===== config.mk =====
export PLATFORM = sky130hd
export DESIGN_NAME = xor_stream_cipher
export DESIGN_NICKNAME = d
export VERILOG_FILES = /design/src/rtl/cipher_pkg.sv /design/src/rtl/xor_key_selector.sv /design/src/rtl/xor_stream_cipher.sv
export SDC_FILE = /design/constraint.sdc
export NUM_CORES = 1
export LEC_CHECK = 0
export ABC_CLOCK_PERIOD_IN_PS = 4100
export CORE_MARGIN = 1
export CORE_UTILIZATION = 55
export CTS_CLUSTER_SIZE = 10
export DETAILED_ROUTE_END_ITERATION = 10
export GPL_ROUTABILITY_DRIVEN = 0
export PLACE_DENSITY = 0.95
export SLEW_MARGIN = 30
export SYNTH_ARGS = -nofsm -noshare
export SYNTH_HDL_FRONTEND = slang
export SYNTH_SLANG_ARGS = --single-unit

===== constraint.sdc =====
create_clock -name iClk -period 4.1 [get_ports iClk]
set_input_delay 0.82 -clock iClk [delete_from_list [all_inputs] [get_ports iClk]]
set_output_delay 0.82 -clock iClk [all_outputs]
set_load 0.03 [all_outputs]

===== src/rtl/cipher_pkg.sv =====
// cipher_pkg: constants and state encoding shared by the key assembler and the stream cipher
package cipher_pkg;
   localparam int KEY_WIDTH  = 512;
   localparam int DATA_WIDTH = 8;
   localparam int KEY_WORDS  = KEY_WIDTH / DATA_WIDTH;
   typedef enum logic {IDLE = 1'b0, RUN = 1'b1} stateT;
endpackage


===== src/rtl/xor_key_selector.sv =====
// xor_key_selector: picks key word [iIdx] out of the flat key register
module xor_key_selector #(
   parameter int KEY_WIDTH  = 512,
   parameter int DATA_WIDTH = 8,
   parameter int IDX_W      = 6
) (
   input  logic [KEY_WIDTH-1:0]  iKey,
   input  logic [IDX_W-1:0]      iIdx,
   output logic [DATA_WIDTH-1:0] oByte
);
   assign oByte = iKey[DATA_WIDTH*int'(iIdx) +: DATA_WIDTH];
endmodule


===== src/rtl/xor_stream_cipher.sv =====
// xor_stream_cipher: XORs a byte stream with a snapshotted key, rotating through its words
module xor_stream_cipher #(
   parameter int KEY_WIDTH    = cipher_pkg::KEY_WIDTH,
   parameter int DATA_WIDTH   = cipher_pkg::DATA_WIDTH,
   localparam int KEY_WORDS   = KEY_WIDTH / DATA_WIDTH,
   localparam int IDX_W       = $clog2(KEY_WORDS)
) (
   input  logic                  iClk,
   input  logic                  iRst,
   input  logic [KEY_WIDTH-1:0]  iAssembled_key,
   input  logic                  iCan_encrypt,
   input  logic                  iRestart,
   input  logic [DATA_WIDTH-1:0] iData,
   input  logic                  iData_valid,
   output logic                  oData_ready,
   output logic [DATA_WIDTH-1:0] oOut_data,
   output logic                  oOut_valid,
   input  logic                  iOut_ready,
   output logic [IDX_W-1:0]      oKey_idx,
   output logic                  oKey_wrap,
   output logic                  oBusy
);
   import cipher_pkg::*;

   localparam logic [IDX_W-1:0] LAST_IDX = IDX_W'(KEY_WORDS - 1);

   stateT state, nextState;
   logic [KEY_WIDTH-1:0] keyReg;
   logic [DATA_WIDTH-1:0] keyByte;
   logic accept;

   xor_key_selector #(
      .KEY_WIDTH(KEY_WIDTH),
      .DATA_WIDTH(DATA_WIDTH),
      .IDX_W(IDX_W)
   ) uSel (
      .iKey(keyReg),
      .iIdx(oKey_idx),
      .oByte(keyByte)
   );

   assign oBusy = state == RUN;
   assign oData_ready = oBusy && (!oOut_valid || iOut_ready);
   assign accept = iData_valid && oData_ready;

   // state register
   always_ff @(posedge iClk or negedge iRst)
      if (!iRst) state <= IDLE;
      else state <= nextState;

   // RUN lasts exactly as long as the assembler reports a complete key
   always_comb begin
      nextState = IDLE;
      nextState = iCan_encrypt ? RUN : IDLE;
   end

   // key is frozen for the whole RUN period; only the IDLE->RUN edge reloads it
   always_ff @(posedge iClk or negedge iRst)
      if (!iRst) keyReg <= '0;
      else if (state == IDLE && iCan_encrypt) keyReg <= iAssembled_key;

   // key index: restart and leaving RUN override the post-accept increment
   always_ff @(posedge iClk or negedge iRst)
      if (!iRst) begin
         oKey_idx  <= '0;
         oKey_wrap <= 1'b0;
      end else begin
         oKey_wrap <= accept && oKey_idx == LAST_IDX && !iRestart;
         if (state == IDLE || !iCan_encrypt || iRestart) oKey_idx <= '0;
         else if (accept) oKey_idx <= oKey_idx == LAST_IDX ? '0 : oKey_idx + 1'b1;
      end

   // output register: load on accept, clear valid on a drain with nothing new behind it
   always_ff @(posedge iClk or negedge iRst)
      if (!iRst) begin
         oOut_data  <= '0;
         oOut_valid <= 1'b0;
      end else if (accept) begin
         oOut_data  <= iData ^ keyByte;
         oOut_valid <= 1'b1;
      end else if (iOut_ready) oOut_valid <= 1'b0;
endmodule


After elaboration in Yosys (flattened, before gate mapping) --
Index checks and enable logic that the tools add are counted.
Cells by class: muxes and demuxes 6, eq/ne operators 1, reductions and logical operators 13, shifts and indexed selects 1, add/subtract/negate cells 1, bitwise logic cells 2
Operator list (number):
- indexed part select 512 x 10 -> 8 bit | 1
- two-way mux 6 bit | 3
- XOR 8 bit | 1
- adder 6 x 1 -> 6 bit (second input constant) | 1
- equality test 6 bit (second input constant) | 1
- logical AND 1 bit | 5
- nonzero test 2 bit | 2
- logical NOT 1 bit | 3
- logical OR 1 bit | 3
- two-way mux 1 bit | 3
- inverter 1 bit | 1
Storage, ports and cells: bits in registers 529, word-level logic and storage cells 30, output and inout bits 18, input bits 526

Longest topological paths before layout --
Gate-level depths: netlist (run 1).
depth in word-level cells 6, mapped depth 11, mapped depth without buffers 6

Modules after synthesis --
A second synthesis (run 1) with hierarchy kept.
Second synthesis, totals: cells, all modules 1487, area total of the unflattened synthesis 24194.5 um^2
By module, submodules not included:
- xor_stream_cipher | seq. area each 13237.7 um^2, instances 1, cells each 1163, area each 19997.9 um^2
- xor_key_selector | seq. area each 0.0 um^2, instances 1, cells each 324, area each 4196.5 um^2

Worst setup path before layout (run 1) --
Ideal clock, no wire load.
kind flip-flop to flip-flop, start reg oKey_idx[0], end reg oOut_data[3], setup time 0.092 ns, buffers on the path 5, stages on the path, launching flop included 12, slack 1.768 ns, arrival time 2.240 ns, required time 4.008 ns, clock period less this slack 2.332 ns, path through dfrtp_1 > buf_6 > buf_6 > buf_6 > buf_6 > buf_2 > mux2i_1 > nand2_1 > nand3_1 > nand4_1 > o21a_1 > o31ai_2
Between the ends: cells in the longest elaborated chain, start to end 2
RTL lines:
- from (decl) | line xor_stream_cipher.sv:19 | output logic [IDX_W-1:0] oKey_idx,
- from (signal assigned) | line xor_stream_cipher.sv:70 | else if (accept) oKey_idx <= oKey_idx == LAST_IDX ? '0 : oKey_idx + 1'b1;
- indexed part select 512 x 10 -> 8 bit | line xor_key_selector.sv:11 | assign oByte = iKey[DATA_WIDTH*int'(iIdx) +: DATA_WIDTH];
- XOR 8 bit | line xor_stream_cipher.sv:79 | oOut_data <= iData ^ keyByte;
- to (signal assigned) | line xor_stream_cipher.sv:79
- to (decl) | line xor_stream_cipher.sv:16 | output logic [DATA_WIDTH-1:0] oOut_data,
Every way passes these cells. A chain may end at the register's enable or synchronous reset.

Worst setup path after layout (run 1) --
start reg oKey_idx[2], end out oKey_idx[2]
No word-level cell between the ends.

==> results.cfg, run 1 <==
[synthesis]
synthAdderAreaFrac = 0.000523
async_reset_ff_frac = 1.00
yosys.area_share.simple = 0.0261
synth_top_family_by_area = multiplexers
ys_seq_area_frac = 0.553
yosysWarnings = 0
ys_top_cells_by_area = dfrtp_1, mux2_2, mux4_2, mux2i_1, a22oi_1
synthesis.area_um2 = 23900
avgSynthCellArea_um2 = 14.8
synth_compound_area_frac = 0.0388
syn_inst = 1616
ys.flop_type = dfrtp_1
syn-num-nets = 2143
synth_edf_count = 0
synth_top_area_share = 0.553
ys_types = 40
ys_ff_latch = 529
synthMuxAreaShare = 0.358
yosysTopAreaCell = dfrtp_1
synth_xor_area_frac = 0.000732

[hold_path]
hp-class = input port to asynchronous set/reset pin

[die]
die-area_um2 = 44400
fp.dieW_um = 211
initial_core_util = 0.557
die_h_um = 211
num_rows = 76
ios = 544
core_um2 = 43000

[routing]
antenna_left = 0
drt_wl_total_mm = 75.7
vias_per_cell = 6.05
drcViolationCount = 0
wl_per_cell_um = 27.6
initialDrtViolationCount = 1361
vias = 16587
first_pass_iters = 6

[critical_path]
rrSetupSlack_ps = 1040
slowest_stage = clkdlybuf4s50_1
end_kind = output pin
ff2ff_path_depth = 7
cp_top_family = buffers and inverters
cp_cell_sequence = buf_12 > clkdlybuf4s50_1
arrival_ps = 2490
worstPathRequired_ps = 3280
cpPeakStageDelay_ps = 770
worstSetupPathType = register to output pin
crit-reg2reg-launch = oKey_idx[0]
reg2reg_to = oOut_data[5]
cp_max_fo = 51
crit_buf_inv = 2
worstSetupStartpointType = register
cp-startpoint = oKey_idx[2]

[timing]
rsz0062_at_grt = no
finClkSkew_ps = 24.1
hold_viol_final = 0
fin_crit_ps = 3310
slew_headroom = 0.358
fmax_mhz = 302
setup_violations = 0
tightest_slew_ps = 960
slew_violations = 0
finalCritPeriodShare = 0.807
finalSetupTns_ps = 0

[pwr]
p_leak_nw = 12.3
power_frac_clock = 0.355
p_sw_frac = 0.251
irDropWorstVdd_mv = 0.363
power.switching_mw = 3.39
p_int_mw = 10.1
pwr_density_cell_nw_per_um2 = 427
total_power_mw = 13.5
pwr-share-seq = 0.478
p_comb_frac = 0.167

[final_layout]
layout.nets = 2660
synthToLayoutAreaGrowth_pct = 32.4
drive_gt1_frac = 0.326

[placement]
port-buffer-count = 543
dp_hpwl_mm = 54.7

[outcome]
status = completed

[clocking]
cts-root-buf = clkbuf_16
clockBufferDepth = 3
cts_resized = 0
clock_latency_ps = 620
cts_max_level = 2
cts_tree = built
clock-sinks = 529
cts_setup_buffers = 0
ctsHoldBuffers = 0
clkSlewWorstSetupHoldPaths_ps = 60
cts_made_buffers = 60

[run]
cap_viol_max_count = 0

[global_routing]
grt_pass1_wl_mm = 113
antenna_found_initial = 10
grt_max_degree = 103
overflow = 0
grt_use_total = 0.343
grt_pass1_vias = 18084
-- final cells by class --
type	instances	area, µm²
inverters	2	7.51
clock inverters	2	23.8
multi-input cells	968	10200
clock buffers	74	1650
well taps	585	732
repair buffers	572	5850
diodes	8	20.0
flip-flops and latches	529	13200
fillers	2540	11300
-- metal layers --
metal / GRT usage / vias to the layer above / part of all wire
li1: - / 7032 / -
met1: 0.411 / 8434 / 0.37
met2: 0.566 / 891 / 0.49
met3: 0.0882 / 228 / 0.084
met4: 0.195 / 2 / 0.060
met5: 0 / - / 0.00016
-- power groups by stage --
stage / Combinational (mW) / Sequential [mW] / Clock [mW]
floorplan: 1.19 / 6.36 / 0
finish: 2.25 / 6.46 / 4.80
global placement: 2.14 / 6.46 / 0
CTS: 2.26 / 6.46 / 4.86
global route: 2.38 / 6.54 / 5.04
detailed placement: 2.23 / 6.53 / 0
-- cell families (layout without fill, tap and decap cells) --
group | after synthesis | count (layout)
AOI/OAI and AO/OA | 129 | 129
and+or+nand+nor | 126 | 126
DFF | 529 | 529
buffers and inverters | 119 | 650
muxes | 710 | 710
adders and majority gates | 1 | 1
xor gates and xnor gates | 2 | 2
other | 0 | 8
-- worst max-delay path by stage --
| stage | endpoint | slack (ps) | depth (start not counted) |
|---|---|---|---|
| after global routing | oKey_idx[0] | 740 | 1 |
| final | oKey_idx[2] | 790 | 2 |
| after detailed placement | oOut_data[1] | 990 | 6 |
| after global placement | oOut_data[1] | 750 | 6 |
| after CTS | oKey_idx[2] | 780 | 2 |
| after floorplan | oOut_data[3] | 1770 | 11 |
-- cell usage in the layout (no fill, tap or decap), types with 28 or more instances in the layout --
cell,instances
mux2i_1,124
a22oi_1,38
clkdlybuf4s50_1,542
clkbuf_16,62
a21oi_1,28
nand2_1,40
nand3_1,31
mux2_2,522
mux4_2,64
dfrtp_1,526
-- cells in the mapped netlist, types with 5 or more instances --
library cell,number
dfrtp_1,529
nor2_1,8
o22a_1,8
buf_6,7
o21a_1,8
o31ai_1,5
a21oi_1,28
buf_2,30
buf_4,5
a211oi_1,8
o22ai_1,16
mux2i_1,124
clkbuf_1,72
nor2b_1,11
mux4_2,64
nand3b_1,5
mux2_2,522
nand3_1,31
nand4_1,12
nand2_1,40
a2111oi_1,6
nor3_1,10
a22oi_1,38
-- state kept, by name (all words and copies together) (netlist names) --
name	flops
oOut_data	8
oKey_idx	6
oOut_valid	1
oBusy	1
oKey_wrap	1
keyReg	512
-- through the flow --
step                      cell area (µm²)   util  setup WS, ps  hold WS [ps]  cells
after CTS                           31700  0.737           782           231   2732
final                               31700  0.737           790           208   2740
after detailed placement            30000  0.698           990           474   2656
after global routing                31700  0.737           739           256   2738
after floorplan                     23900      -          1770           471   1616
after global placement              30000  0.698           754           474   2656
Power figures use the tool's default switching activity.
==> run 2: changes to the inputs <==
--- a/config.mk
+++ b/config.mk
@@ -5,13 +5,13 @@
 export SDC_FILE = /design/constraint.sdc
 export NUM_CORES = 1
 export LEC_CHECK = 0
-export ABC_CLOCK_PERIOD_IN_PS = 4100
+export ABC_CLOCK_PERIOD_IN_PS = 2750
 export CORE_MARGIN = 1
-export CORE_UTILIZATION = 55
+export CORE_UTILIZATION = 46
 export CTS_CLUSTER_SIZE = 10
 export DETAILED_ROUTE_END_ITERATION = 10
 export GPL_ROUTABILITY_DRIVEN = 0
-export PLACE_DENSITY = 0.95
+export PLACE_DENSITY = 0.87
 export SLEW_MARGIN = 30
 export SYNTH_ARGS = -nofsm -noshare
 export SYNTH_HDL_FRONTEND = slang
==> constraint.sdc (replaced) <==
create_clock -name iClk -period 2.75 [get_ports iClk]
set_input_delay 0.55 -clock iClk [delete_from_list [all_inputs] [get_ports iClk]]
set_output_delay 0.55 -clock iClk [all_outputs]
set_load 0.03 [all_outputs]
==> run 2 against run 1 <==
Net effect: critical path depth up 5; utilization down 11 points; final area up 2.3%; critical path type is now register to register; clock skew down 2.8 ps; critical endpoint is now oOut_data[3]; wire length down 1.4%; non-clock buffer count up 56; global-route usage down 6.0 points; worst setup slack worse by 670 ps.
==> results.cfg, run 2 (synthesis gave the netlist of run 1 again) <==
[outcome]
status = completed

[global_routing]
grt_use_total = 0.283
grt_max_degree = 100
overflow = 0
grt_pass1_wl_mm = 112
antenna_found_initial = 20
grt_pass1_vias = 17882

[critical_path]
arrival_ps = 3160
cp_max_fo = 16
worstSetupPathType = register to register
cp_top_family = compound AO/OA/AOI/OAI gates
slowest_stage = mux4_2
worstPathRequired_ps = 3280
crit_buf_inv = 2
worstSetupStartpointType = register
cpPeakStageDelay_ps = 550
end_kind = register
cp_cell_sequence = buf_12 > buf_4 > mux4_2 > o22ai_1 > a2111oi_0 > o21a_1 > o31ai_2

[routing]
initialDrtViolationCount = 1030
met3_length_mm = 5.65
antenna_left = 0
met1Wirelength_mm = 29.3
vias_per_cell = 5.71
wl_per_cell_um = 25.8
dr_wl_met2_mm = 36.8
vias = 16507
drt_wl_total_mm = 74.7
highest_layer = met5
first_pass_iters = 5
drcViolationCount = 0

[timing]
tightest_slew_ps = 571
slew_headroom = 0.609
hold_viol_final = 0
rsz0062_at_grt = no
finalSetupTns_ps = 0
fmax_mhz = 381
holdWs_ps = 425
fin_crit_ps = 2630
finClkSkew_ps = 21.3
setup_violations = 0
slew_violations = 0
finalCritPeriodShare = 0.956

[clocking]
cts_tree = built
clockBufferDepth = 3
clock-sinks = 529
cts_made_buffers = 60
cts-root-buf = clkbuf_16
cts_max_level = 2
clkSlewWorstSetupHoldPaths_ps = 60
clock_latency_ps = 620

[final_layout]
largest_reg_flops = 512
final_cell_mix = clkdlybuf4s50_1, dfrtp_1, mux2_2
fin_cells = 2890
final_common_cell = clkdlybuf4s50_1
drive_gt1_frac = 0.346
top_regs = keyReg x512, oOut_data x8, oKey_idx x6
synthToLayoutAreaGrowth_pct = 35.4
design_area_um2 = 32400
regMostFlops = keyReg
utilization = 0.631
layout.nets = 2716

[die]
num_rows = 83
initial_core_util = 0.466
die-area_um2 = 53000
die_h_um = 230
ios = 544
core_um2 = 51400
fp.dieW_um = 230

[pwr]
pwr_density_cell_nw_per_um2 = 620
irDropWorstVdd_mv = 0.481
p_leak_nw = 12.7

[placement]
dp_hpwl_mm = 56.6
dp.cells = 2800
port-buffer-count = 543
dpl_cell_area_um2 = 30700

[run]
cap_viol_max_count = 0

[hold_path]
hp-class = input port to asynchronous set/reset pin
-- run 2: cell types whose count changed in the layout (fill, tap and decap cells not counted), moves of 3 or more --
cell,before,now
a2111oi_1,7,4
buf_12,15,29
buf_4,14,57
clkdlybuf4s50_1,542,539
clkinv_2,0,3
-- run 2: repair_timing --
item                                    in CTS  in global routing
buffers inserted                             0                  6
hold buffers                                 1                  0
endpoints found under the hold margin       31                  0
gates resized for setup                      3                  3
endpoints found under the setup margin       3                  7
-- run 2: area by class of cell --
type	instances	area [µm²]
clock inverter	4	31.3
clock buffer	72	1630
fill	3635	19000
tap	680	851
multi-input combinational	968	10200
inverter	2	7.51
sequential	529	13200
antenna	7	17.5
timing repair buffer	628	6440
-- run 2: worst register-to-register path, cell delays in order (launching register included) --
cell,delay [ps]
dfrtp_4,510
buf_12,210
buf_4,270
mux4_2,560
o22ai_1,350
a2111oi_0,220
o21a_1,230
o31ai_2,200
-- run 2: power by group --
part | switching [mW] | internal [mW] | total [mW] | leakage, nW
Clock | 3.03 | 4.08 | 7.11 | 0.819
Sequential | 0.703 | 8.93 | 9.64 | 6.22
Combinational | 1.27 | 2.10 | 3.37 | 5.67
Total | 5.00 | 15.1 | 20.1 | 12.7
-- run 2: worst paths after layout --
| check | from | end | slack [ps] | cells past startpoint |
|---|---|---|---|---|
| worst max-delay path | oKey_idx[0] | oOut_data[3] | 120 | 7 |
| worst min-delay path | iRst | keyReg[282] | 430 | 2 |
| worst max register to register | oKey_idx[0] | oOut_data[3] | 120 | 7 |
| worst min register to register | oOut_data[2] | oOut_data[2] | 490 | 2 |
| max in group asynchronous | iRst | keyReg[456] | 1370 | 3 |
| min in group iClk | iCan_encrypt | oBusy | 440 | 1 |
-- run 2: layer usage --
layer | GRT usage | vias up
li1 | - | 7142
met1 | 0.354 | 8445
met2 | 0.477 | 732
met3 | 0.0667 | 168
met4 | 0.107 | 20
met5 | 0 | -
-- run 2: metrics by stage --
stage	worst slack (ps)	power (mW)
6_report	122	20.1
4_1_cts	15.5	20.2
3_3_place_gp	-72.8	12.9
5_1_grt	28.3	20.8
2_1_floorplan	418	11.3
3_5_place_dp	-80.5	13.1
